### src/rtl/herm_rmv_pkg.sv
// Shared types and default sizing for the herm_rmv frame buffer controller.
package herm_rmv_pkg;

  localparam int DATA_W_DEF    = 16;
  localparam int ADDR_W_DEF    = 9;
  localparam int FRAME_LEN_DEF = 336;

  typedef enum logic [1:0] {
    ST_IDLE  = 2'd0,
    ST_FILL  = 2'd1,
    ST_DRAIN = 2'd2
  } state_e;

endpackage

### src/rtl/herm_rmv_skid.sv
// Two-entry output holding stage (output register + skid) that absorbs the
// one-cycle buffer read latency while keeping the output stable under stall.
module herm_rmv_skid
  import herm_rmv_pkg::*;
#(
  parameter int DATA_W = DATA_W_DEF
) (
  input  logic              clk,
  input  logic              rst_n,
  input  logic              in_valid,
  input  logic [DATA_W-1:0] in_data,
  input  logic              in_last,
  output logic              out_valid,
  output logic [DATA_W-1:0] out_data,
  output logic              out_last,
  input  logic              out_ready,
  output logic [1:0]        count
);

  logic              out_valid_q, out_valid_d;
  logic [DATA_W-1:0] out_data_q,  out_data_d;
  logic              out_last_q,  out_last_d;
  logic              sk_valid_q,  sk_valid_d;
  logic [DATA_W-1:0] sk_data_q,   sk_data_d;
  logic              sk_last_q,   sk_last_d;
  logic              pop;

  always_comb begin
    out_valid_d = out_valid_q;
    out_data_d  = out_data_q;
    out_last_d  = out_last_q;
    sk_valid_d  = sk_valid_q;
    sk_data_d   = sk_data_q;
    sk_last_d   = sk_last_q;
    pop         = out_valid_q && out_ready;

    if (!out_valid_q || pop) begin
      if (sk_valid_q) begin
        out_valid_d = 1'b1;
        out_data_d  = sk_data_q;
        out_last_d  = sk_last_q;
        sk_valid_d  = in_valid;
        sk_data_d   = in_data;
        sk_last_d   = in_last;
      end else begin
        out_valid_d = in_valid;
        if (in_valid) begin
          out_data_d = in_data;
          out_last_d = in_last;
        end
      end
    end else if (in_valid) begin
      // Caller only pushes here when the skid slot is known to be free.
      sk_valid_d = 1'b1;
      sk_data_d  = in_data;
      sk_last_d  = in_last;
    end
  end

  always_ff @(posedge clk or negedge rst_n) begin
    if (!rst_n) begin
      out_valid_q <= 1'b0;
      out_data_q  <= '0;
      out_last_q  <= 1'b0;
      sk_valid_q  <= 1'b0;
      sk_data_q   <= '0;
      sk_last_q   <= 1'b0;
    end else begin
      out_valid_q <= out_valid_d;
      out_data_q  <= out_data_d;
      out_last_q  <= out_last_d;
      sk_valid_q  <= sk_valid_d;
      sk_data_q   <= sk_data_d;
      sk_last_q   <= sk_last_d;
    end
  end

  assign out_valid = out_valid_q;
  assign out_data  = out_data_q;
  assign out_last  = out_last_q;
  assign count     = {1'b0, out_valid_q} + {1'b0, sk_valid_q};

endmodule

### src/rtl/herm_rmv_buf_ctrl.sv
// Frame store-and-forward controller: fills an external single-port buffer
// from the write stream, then replays the frame on the read stream.
//
// state    | meaning
// ST_IDLE  | waiting for first beat of a frame, buffer address 0
// ST_FILL  | accepting beats, writing buffer at wr_cnt
// ST_DRAIN | write stream blocked, reading 0..last_addr out via skid
module herm_rmv_buf_ctrl
  import herm_rmv_pkg::*;
#(
  parameter int DATA_W    = DATA_W_DEF,
  parameter int ADDR_W    = ADDR_W_DEF,
  parameter int FRAME_LEN = FRAME_LEN_DEF
) (
  input  logic              clk,
  input  logic              rst_n,
  input  logic              s_valid,
  output logic              s_ready,
  input  logic              s_last,
  input  logic [DATA_W-1:0] s_data,
  output logic              m_valid,
  input  logic              m_ready,
  output logic              m_last,
  output logic [DATA_W-1:0] m_data,
  output logic              bram_en,
  output logic              bram_we,
  output logic [ADDR_W-1:0] bram_addr,
  output logic [DATA_W-1:0] bram_di,
  input  logic [DATA_W-1:0] bram_dout,
  output logic              frame_done,
  output logic              len_err
);

  localparam logic [ADDR_W-1:0] LAST_ADDR = ADDR_W'(FRAME_LEN - 1);

  state_e            state_q, state_d;
  logic              run_q, run_d;
  logic [ADDR_W-1:0] wr_cnt_q, wr_cnt_d;
  logic [ADDR_W-1:0] last_addr_q, last_addr_d;
  logic [ADDR_W-1:0] rd_cnt_q, rd_cnt_d;
  logic              rd_done_q, rd_done_d;
  logic              rd_pend_q, rd_pend_d;
  logic              rd_pend_last_q, rd_pend_last_d;

  logic [1:0]        skid_cnt;
  logic [1:0]        occ;
  logic              pop;
  logic              can_issue;

  herm_rmv_skid #(.DATA_W(DATA_W)) u_skid (
    .clk       (clk),
    .rst_n     (rst_n),
    .in_valid  (rd_pend_q),
    .in_data   (bram_dout),
    .in_last   (rd_pend_last_q),
    .out_valid (m_valid),
    .out_data  (m_data),
    .out_last  (m_last),
    .out_ready (m_ready),
    .count     (skid_cnt)
  );

  always_comb begin
    state_d        = state_q;
    run_d          = 1'b1;
    wr_cnt_d       = wr_cnt_q;
    last_addr_d    = last_addr_q;
    rd_cnt_d       = rd_cnt_q;
    rd_done_d      = rd_done_q;
    rd_pend_d      = 1'b0;
    rd_pend_last_d = 1'b0;
    s_ready        = 1'b0;
    bram_en        = 1'b0;
    bram_we        = 1'b0;
    bram_addr      = '0;
    bram_di        = '0;
    frame_done     = 1'b0;
    len_err        = 1'b0;
    pop            = m_valid && m_ready;
    // Slots already committed: held samples plus the read still in flight.
    occ            = skid_cnt + {1'b0, rd_pend_q};
    can_issue      = !rd_done_q && ((occ < 2'd2) || (pop && occ == 2'd2));

    case (state_q)
      ST_IDLE, ST_FILL: begin
        s_ready = run_q;
        if (s_valid && run_q) begin
          bram_en   = 1'b1;
          bram_we   = 1'b1;
          bram_addr = wr_cnt_q;
          bram_di   = s_data;
          if (s_last || wr_cnt_q == LAST_ADDR) begin
            len_err     = !s_last;
            last_addr_d = wr_cnt_q;
            wr_cnt_d    = '0;
            rd_cnt_d    = '0;
            rd_done_d   = 1'b0;
            state_d     = ST_DRAIN;
          end else begin
            wr_cnt_d = wr_cnt_q + 1'b1;
            state_d  = ST_FILL;
          end
        end
      end
      ST_DRAIN: begin
        if (can_issue) begin
          bram_en        = 1'b1;
          bram_addr      = rd_cnt_q;
          rd_pend_d      = 1'b1;
          rd_pend_last_d = (rd_cnt_q == last_addr_q);
          if (rd_cnt_q == last_addr_q) rd_done_d = 1'b1;
          else                         rd_cnt_d  = rd_cnt_q + 1'b1;
        end
        if (pop && m_last) begin
          frame_done = 1'b1;
          state_d    = ST_IDLE;
        end
      end
      default: state_d = ST_IDLE;
    endcase
  end

  always_ff @(posedge clk or negedge rst_n) begin
    if (!rst_n) begin
      state_q        <= ST_IDLE;
      run_q          <= 1'b0;
      wr_cnt_q       <= '0;
      last_addr_q    <= '0;
      rd_cnt_q       <= '0;
      rd_done_q      <= 1'b0;
      rd_pend_q      <= 1'b0;
      rd_pend_last_q <= 1'b0;
    end else begin
      state_q        <= state_d;
      run_q          <= run_d;
      wr_cnt_q       <= wr_cnt_d;
      last_addr_q    <= last_addr_d;
      rd_cnt_q       <= rd_cnt_d;
      rd_done_q      <= rd_done_d;
      rd_pend_q      <= rd_pend_d;
      rd_pend_last_q <= rd_pend_last_d;
    end
  end

endmodule
### config.mk
export PLATFORM = sky130hd
export DESIGN_NAME = herm_rmv_buf_ctrl
export DESIGN_NICKNAME = d
export VERILOG_FILES = /design/src/rtl/herm_rmv_pkg.sv /design/src/rtl/herm_rmv_skid.sv /design/src/rtl/herm_rmv_buf_ctrl.sv
export SDC_FILE = /design/constraint.sdc
export NUM_CORES = 1
export LEC_CHECK = 0
export CAP_MARGIN = 20
export CORE_UTILIZATION = 49
export DETAILED_ROUTE_END_ITERATION = 12
export GPL_ROUTABILITY_DRIVEN = 0
export PLACE_DENSITY = 0.91
export SLEW_MARGIN = 20
export SYNTH_ARGS = -nofsm -noshare
export SYNTH_HDL_FRONTEND = slang
export SYNTH_SLANG_ARGS = --single-unit
### constraint.sdc
create_clock -name clk -period 3 [get_ports clk]
set_input_delay 0.6 -clock clk [delete_from_list [all_inputs] [get_ports clk]]
set_output_delay 0.6 -clock clk [all_outputs]
set_load 0.005 [all_outputs]
=== After elaboration in Yosys (flattened, before gate mapping) ===
Cells that the tools add are included.

* Word-level logic and storage cells: 99
* Register bits after elaboration: 69

* Reductions and logical operators: 23
* $add $sub $neg: 4
* Equal/unequal tests: 12
* $lt $le $gt $ge: 1
* Multiplexer cells: 45

{| class="wikitable"
|+ Operators by type and width
! kind !! number
|-
| 16-bit two-way mux || 6
|-
| 9-bit two-way mux || 7
|-
| 9-bit case mux with 2 select lines || 2
|-
| 1-bit two-way mux || 24
|-
| 9-bit by 1-bit adder with 9-bit output (second input constant) || 2
|-
| 2-bit != test (second input constant) || 6
|-
| 5-bit AND reduction || 2
|-
| 9-bit equality test || 1
|-
| 9-bit equality test (second input constant) || 1
|-
| 2-bit AND reduction || 4
|-
| 2-bit two-way mux || 3
|-
| 2-bit nonzero test || 3
|-
| 1-bit logical AND || 5
|-
| 2-bit equality test (second input constant) || 2
|-
| 1-bit case mux with 2 select lines || 2
|-
| 2-bit case mux with 2 select lines || 1
|-
| 1-bit zero test || 3
|-
| 1-bit logical OR || 3
|-
| 3-bit AND reduction || 1
|-
| 1-bit by 1-bit adder with 2-bit output || 1
|-
| 2-bit by 1-bit adder with 2-bit output || 1
|-
| 2-bit by 1-bit equality test with 1-bit output (second input constant) || 1
|-
| 2-bit zero test || 1
|-
| 2-bit less-than comparator (second input constant) || 1
|-
| other kinds (2) || 2
|}

=== Logic depth before layout (Yosys ltp) ===
* Depth after elaboration: 8
* Mapped depth: 8
* Gate-level depth less buffers: 8

=== By module ===
Synthesis repeated with hierarchy kept, for this count alone.

* Cells, all modules: 309
* Area total of the unflattened synthesis: 3535.9 µm²

{| class="wikitable"
|+ By module, submodules not included
! module !! area an instance (µm²) !! cells an instance !! times used !! seq. area each (µm²)
|-
| herm_rmv_buf_ctrl || 1906.8 || 211 || 1 || 825.8
|-
| herm_rmv_skid || 1629.1 || 98 || 1 || 900.9
|}

=== Least setup slack after synthesis ===
No wires, ideal clock.

* Path kind: flip-flop to output port
* From: register u_skid.out_valid_q (netlist: u_skid.out_valid)
* To: output bram_addr[0]
* Cell stages (with the launch flop): 7
* Data required time: 2.400 ns
* Path slack: 0.657 ns
* Arrival: 1.743 ns
* Path buffers: 0
* Path through: dfrtp_1 inv_1 fa_1 a31oi_1 or3_4 clkinv_1 a22o_1

* Cells in the longest elaborated chain, start to end: 8
* Elaborated cells on any way between the ends: 10
* Those cells by class: add/sub (2); order compare (1); eq/ne (1); mux (2); reduce/logical (4)

{| class="wikitable"
|+ RTL lines
! element !! RTL line !! RTL
|-
| start: declaration || herm_rmv_skid.sv:20 || <nowiki>logic out_valid_q, out_valid_d;</nowiki>
|-
| start signal: assignment || herm_rmv_skid.sv:69 || <nowiki>out_valid_q <= out_valid_d;</nowiki>
|-
| 1-bit by 1-bit adder with 2-bit output || herm_rmv_skid.sv:81 || <nowiki>assign count = {1'b0, out_valid_q} + {1'b0, sk_valid_q};</nowiki>
|-
| 2-bit by 1-bit adder with 2-bit output || herm_rmv_buf_ctrl.sv:81 || <nowiki>occ = skid_cnt + {1'b0, rd_pend_q};</nowiki>
|-
| 2-bit equality test || herm_rmv_buf_ctrl.sv:82 || <nowiki>can_issue = !rd_done_q && ((occ < 2'd2) || (pop && occ == 2'd2));</nowiki>
|-
| 1-bit logical AND || herm_rmv_buf_ctrl.sv:82 ||
|-
| 1-bit logical OR * || herm_rmv_buf_ctrl.sv:82 ||
|-
| 1-bit logical AND * || herm_rmv_buf_ctrl.sv:82 ||
|-
| 9-bit two-way mux * || herm_rmv_buf_ctrl.sv:106 || <nowiki>if (can_issue) begin</nowiki>
|-
| 9-bit case mux with 2 select lines * || herm_rmv_buf_ctrl.sv:84 || <nowiki>case (state_q)</nowiki>
|-
| end: declaration || herm_rmv_buf_ctrl.sv:27 || <nowiki>output logic [ADDR_W-1:0] bram_addr,</nowiki>
|}

Mark *: on every way between the ends. The rest lies on a longest branch, timed or not.

=== Worst setup path in the final report ===
Ends and elaborated chain as after synthesis.

==> summary.md <==
| Metric | Value |
|---|---|
| CTS max path bufs | 2 |
| Hold WC Path Type | input pin to async pin |
| Largest stage delay, worst path | roughly 0.53 ns |
| Initial antenna violation count | 0 |
| Startpoint types | register |
| Final setup vio count | 0 |
| Max H-tree Level | 3 |
| Synth Area in Adders | ~1.3% |
| R2r worst-path depth | 9 |
| Syn Nets | 350 |
| DP Cell Count | slightly below 500 |
| Capturing point of the worst reg2reg path | rd_cnt_q[2] |
| Syn avg cell area | about 11 um2 |
| Starting Density | just over 50% |
| Max Clock Freq | 0.3434 GHz |
| Post-Syn Instances | 310 |
| Critical-path top delay cell | fa_1 |
| LEAKAGE | 2.167 nW |
| Gr ovfl total | 0 |
| Post-layout instance area | between 4000 and 5000 um2 |
| Port Buf Inserts | 84 |
| Vias in the first global route | ~2,900 |
| Cell depth of the worst setup path | 9 |
| Die Ht | approximately 86 um |
| Top Usage Layer GRT | met2 |
| Worst VDD drop | 0.3661 mV |
| Total Nets Final | 454 |
| Die width | around 86 um |
| # DRC | 0 |
| Synthesized flop and latch total | just under 70 |
| CP top delay family | adder cells |
| Compound-Gate Fraction of Synth Area | ~11% |
| Met1 usage | 29.30% |
| Main combinational cell family by area after synthesis | simple AND/OR/NAND/NOR gates |
| Pins Over Slew Limit | 0 |
| Non-Filler Instances | just over 500 |
| Top FF cell, synth | dfrtp_1 |
| Most frequent CP cell | buf_6 |
| Share of the yosys chip area belonging to registers | around 50% |
| DPL Wire Length | a little under 6000 um |
| CTS Buf Count | 9 |
| Clock Sinks | roughly 70 |
| FF-to-FF setup slack | between 0.5 and 0.6 ns |
| Max Cap Viol | 0 |
| Clk_lat worst skew | between 0.3 and 0.4 ns |
| Post-Synth Simple-Gate Area | between 10% and 20% |
| Power Total | approximately 0.0039 W |
| Vias per cell | 5.425 |
| Hold Vio Cnt, Final | 0 |
| Post-synthesis mux area share | between 10 and 15% |
| # rows | 30 |
| Setup CP Type | register to output port |
| Iter 0 DRT Violations | around 130 |
| Met2 Resource Use GR | around two fifths |
| Yosys warns | 0 |
| Crit path buffers/inverters | 5 |
| Final min period | 2.912 ns |
| Filler cell count | about 480 |
| Mapped Area | 3430 um2 |
| Worst-Margin Slew | 0.7171 ns |
| Die area | 7338 um2 |
| Detailed Route WL | roughly 8300 um |
| CP Capture Type | output port |
| Final hold slack | about 0.31 ns |
| Synth unique cells | ~50 |
| Clock skew | between 0.01 and 0.015 ns |
| N_diodes | 0 |
| Via count | 2,794 |
| FFs w/ async S/R, synth | 100.0% |
| IO Count | 85 |
| Pre-antenna DRT Iters | 4 |
| Largest net degree at the start of global routing | 40 |
| Final ANT Viol Nets | 0 |
| Power per cell area | roughly 810 nW/um2 |
| Cell Chain, Critical Path | inv_2 -> fa_1 -> a31oi_1 -> or3_4 -> clkinv_4 -> buf_6 -> buf_6 -> a22o_1 -> buf_2 |
| Status | finished clean |
| Wire per inst | between 15 and 20 um |
| Clock Root Buffer | clkbuf_8 |
| Area Overhead vs Synth | 38.67% |
| GRT Total Usage | between 20% and 30% |
| EDFF count, synth | 0 |
| Unrepaired setup endpoints after global routing | yes |
| Max FO, Critical Path | 6 |
| Share of cells above drive strength 1 | about 21% |
| Area after DPL | 4462 um2 |
| First-pass GRT wire length | 13,480 um |
| Clock transition at the registers of the reported paths | about 0.07 ns |
| CTS tree | yes |
| R2r startpoint | u_skid.out_valid |
| Core ar. | 6794 um2 |
| Worst Path Required | 2.40 ns |
| Crit path DAT | 2.31 ns |
| Slew headroom | 52.19% |
| Synth Area in XOR/XNOR | between 2 and 3% |
| Tcrit/Tclk final | between 90% and 100% |
| Met3 Track Usage GR | 7.796% |
-- how the worst max path moves through the flow --
stage,startpoint,to
floorplan,u_skid.out_valid,bram_addr[0]
global placement,m_ready,bram_addr[7]
detailed placement,m_ready,bram_addr[7]
CTS,u_skid.out_valid,bram_addr[2]
global route,u_skid.out_valid,bram_addr[0]
finish,u_skid.out_valid,bram_addr[0]
-- metrics by stage --
stage	util (%)	worst slack [ns]	TNS [ns]
3_5_place_dp	65.67	-0.05694	-0.1646
6_report	70.00	0.08763	0
3_3_place_gp	65.67	-0.03246	-0.04956
2_1_floorplan	-	0.6572	0
5_1_grt	70.00	-0.03115	-0.05219
4_1_cts	69.80	0.005504	0
-- per-layer routing --
| layer | wire (um) | vias up |
|---|---|---|
| met1 | 3455 | 1358 |
| met5 | 0 | - |
| li1 | - | 1294 |
| met4 | 154 | 0 |
| met3 | 526 | 19 |
| met2 | 4145 | 123 |
-- logic make-up after synthesis --
family / after synthesis
other: 1
adders and majority gates: 3
DFF: 69
and+or+nand+nor: 107
buffers and inverters: 19
AOI/OAI and AO/OA: 54
xor gates and xnor gates: 11
muxes: 46
-- where the power goes --
| part | internal, W | leakage (nW) | total [W] | switching (W) |
|---|---|---|---|---|
| sequential | 0.00125 | 0.868 | 0.00146 | 0.000215 |
| combinational | 0.000813 | 1.18 | 0.00148 | 0.000663 |
| clock | 0.000573 | 0.119 | 0.000929 | 0.000356 |
| total | 0.00263 | 2.17 | 0.00387 | 0.00123 |
-- Yosys cell counts, types with 2 or more instances --
master    instances  area share [%]
a21oi_1          20             2.9
nor2b_1           3            0.55
or2_2             2            0.36
o21ai_0          11             1.6
buf_6             2            0.66
dfrtp_1          69              50
a221o_1           4             1.2
ha_1              2            0.73
mux2i_1          18             5.3
mux2_1            3            0.98
mux2_2           24             7.9
inv_1             6            0.66
clkbuf_1          5            0.55
and3_1           10             1.8
nand3_1           7             1.0
xor2_1            9             2.3
and2_1           16             2.9
nand2b_1          2            0.36
a211o_1           2            0.51
a22o_1            8             2.0
buf_2             4            0.58
a31oi_4           2             1.2
and4_1            2            0.51
nand2_1          19             2.1
nor2_1           35             3.8
xnor2_1           2            0.51
-- registers in the layout, indices dropped and copies added (netlist names), 2 cells and up --
signal,flops
u_skid.out_data,16
u_skid.sk_data_q,16
last_addr_q,9
rd_cnt_q,9
wr_cnt_q,9
state_q,2
-- cell type report --
class / instances / area (um2) / area share, %
clock inverters: 6 / 110.1 / 2.315
clock buffers: 10 / 137.6 / 2.894
multi-input cells: 222 / 1628 / 34.23
well taps: 96 / 120.1 / 2.526
flip-flops and latches: 69 / 1727 / 36.31
repair buffers: 105 / 1002 / 21.07
inverters: 7 / 31.28 / 0.6577
-- layout by cell type, fill, tap and decap left out, types with 5 or more instances in the layout --
master,Yosys,layout
xor2_1,9,9
clkbuf_8,0,10
buf_4,0,15
mux2_2,24,24
nand2_1,19,17
nand3_1,7,7
and2_1,16,16
dfrtp_1,69,69
inv_1,6,5
a22o_1,8,8
mux2i_1,18,18
nor2_1,35,35
o21ai_0,11,9
and3_1,10,10
a21oi_1,20,20
clkdlybuf4s50_1,0,73
-- what timing repair did --
action	4_1_cts	5_1_grt
hold buffers	0	0
resized for setup	19	19
pin swaps	0	1
setup endpoints to repair	10	19
buffers inserted	5	1
-- worst reg2reg max path: stages, from the launching register on --
cell and delay [ns]:
dfrtp_1 0.37, inv_2 0.05, fa_1 0.53, a31oi_1 0.09, or3_4 0.44, buf_4 0.16, a31oi_4 0.17, buf_4 0.21
o22ai_1 0.09, a22o_1 0.20
No activity file was read; power rests on OpenSTA's default activity.
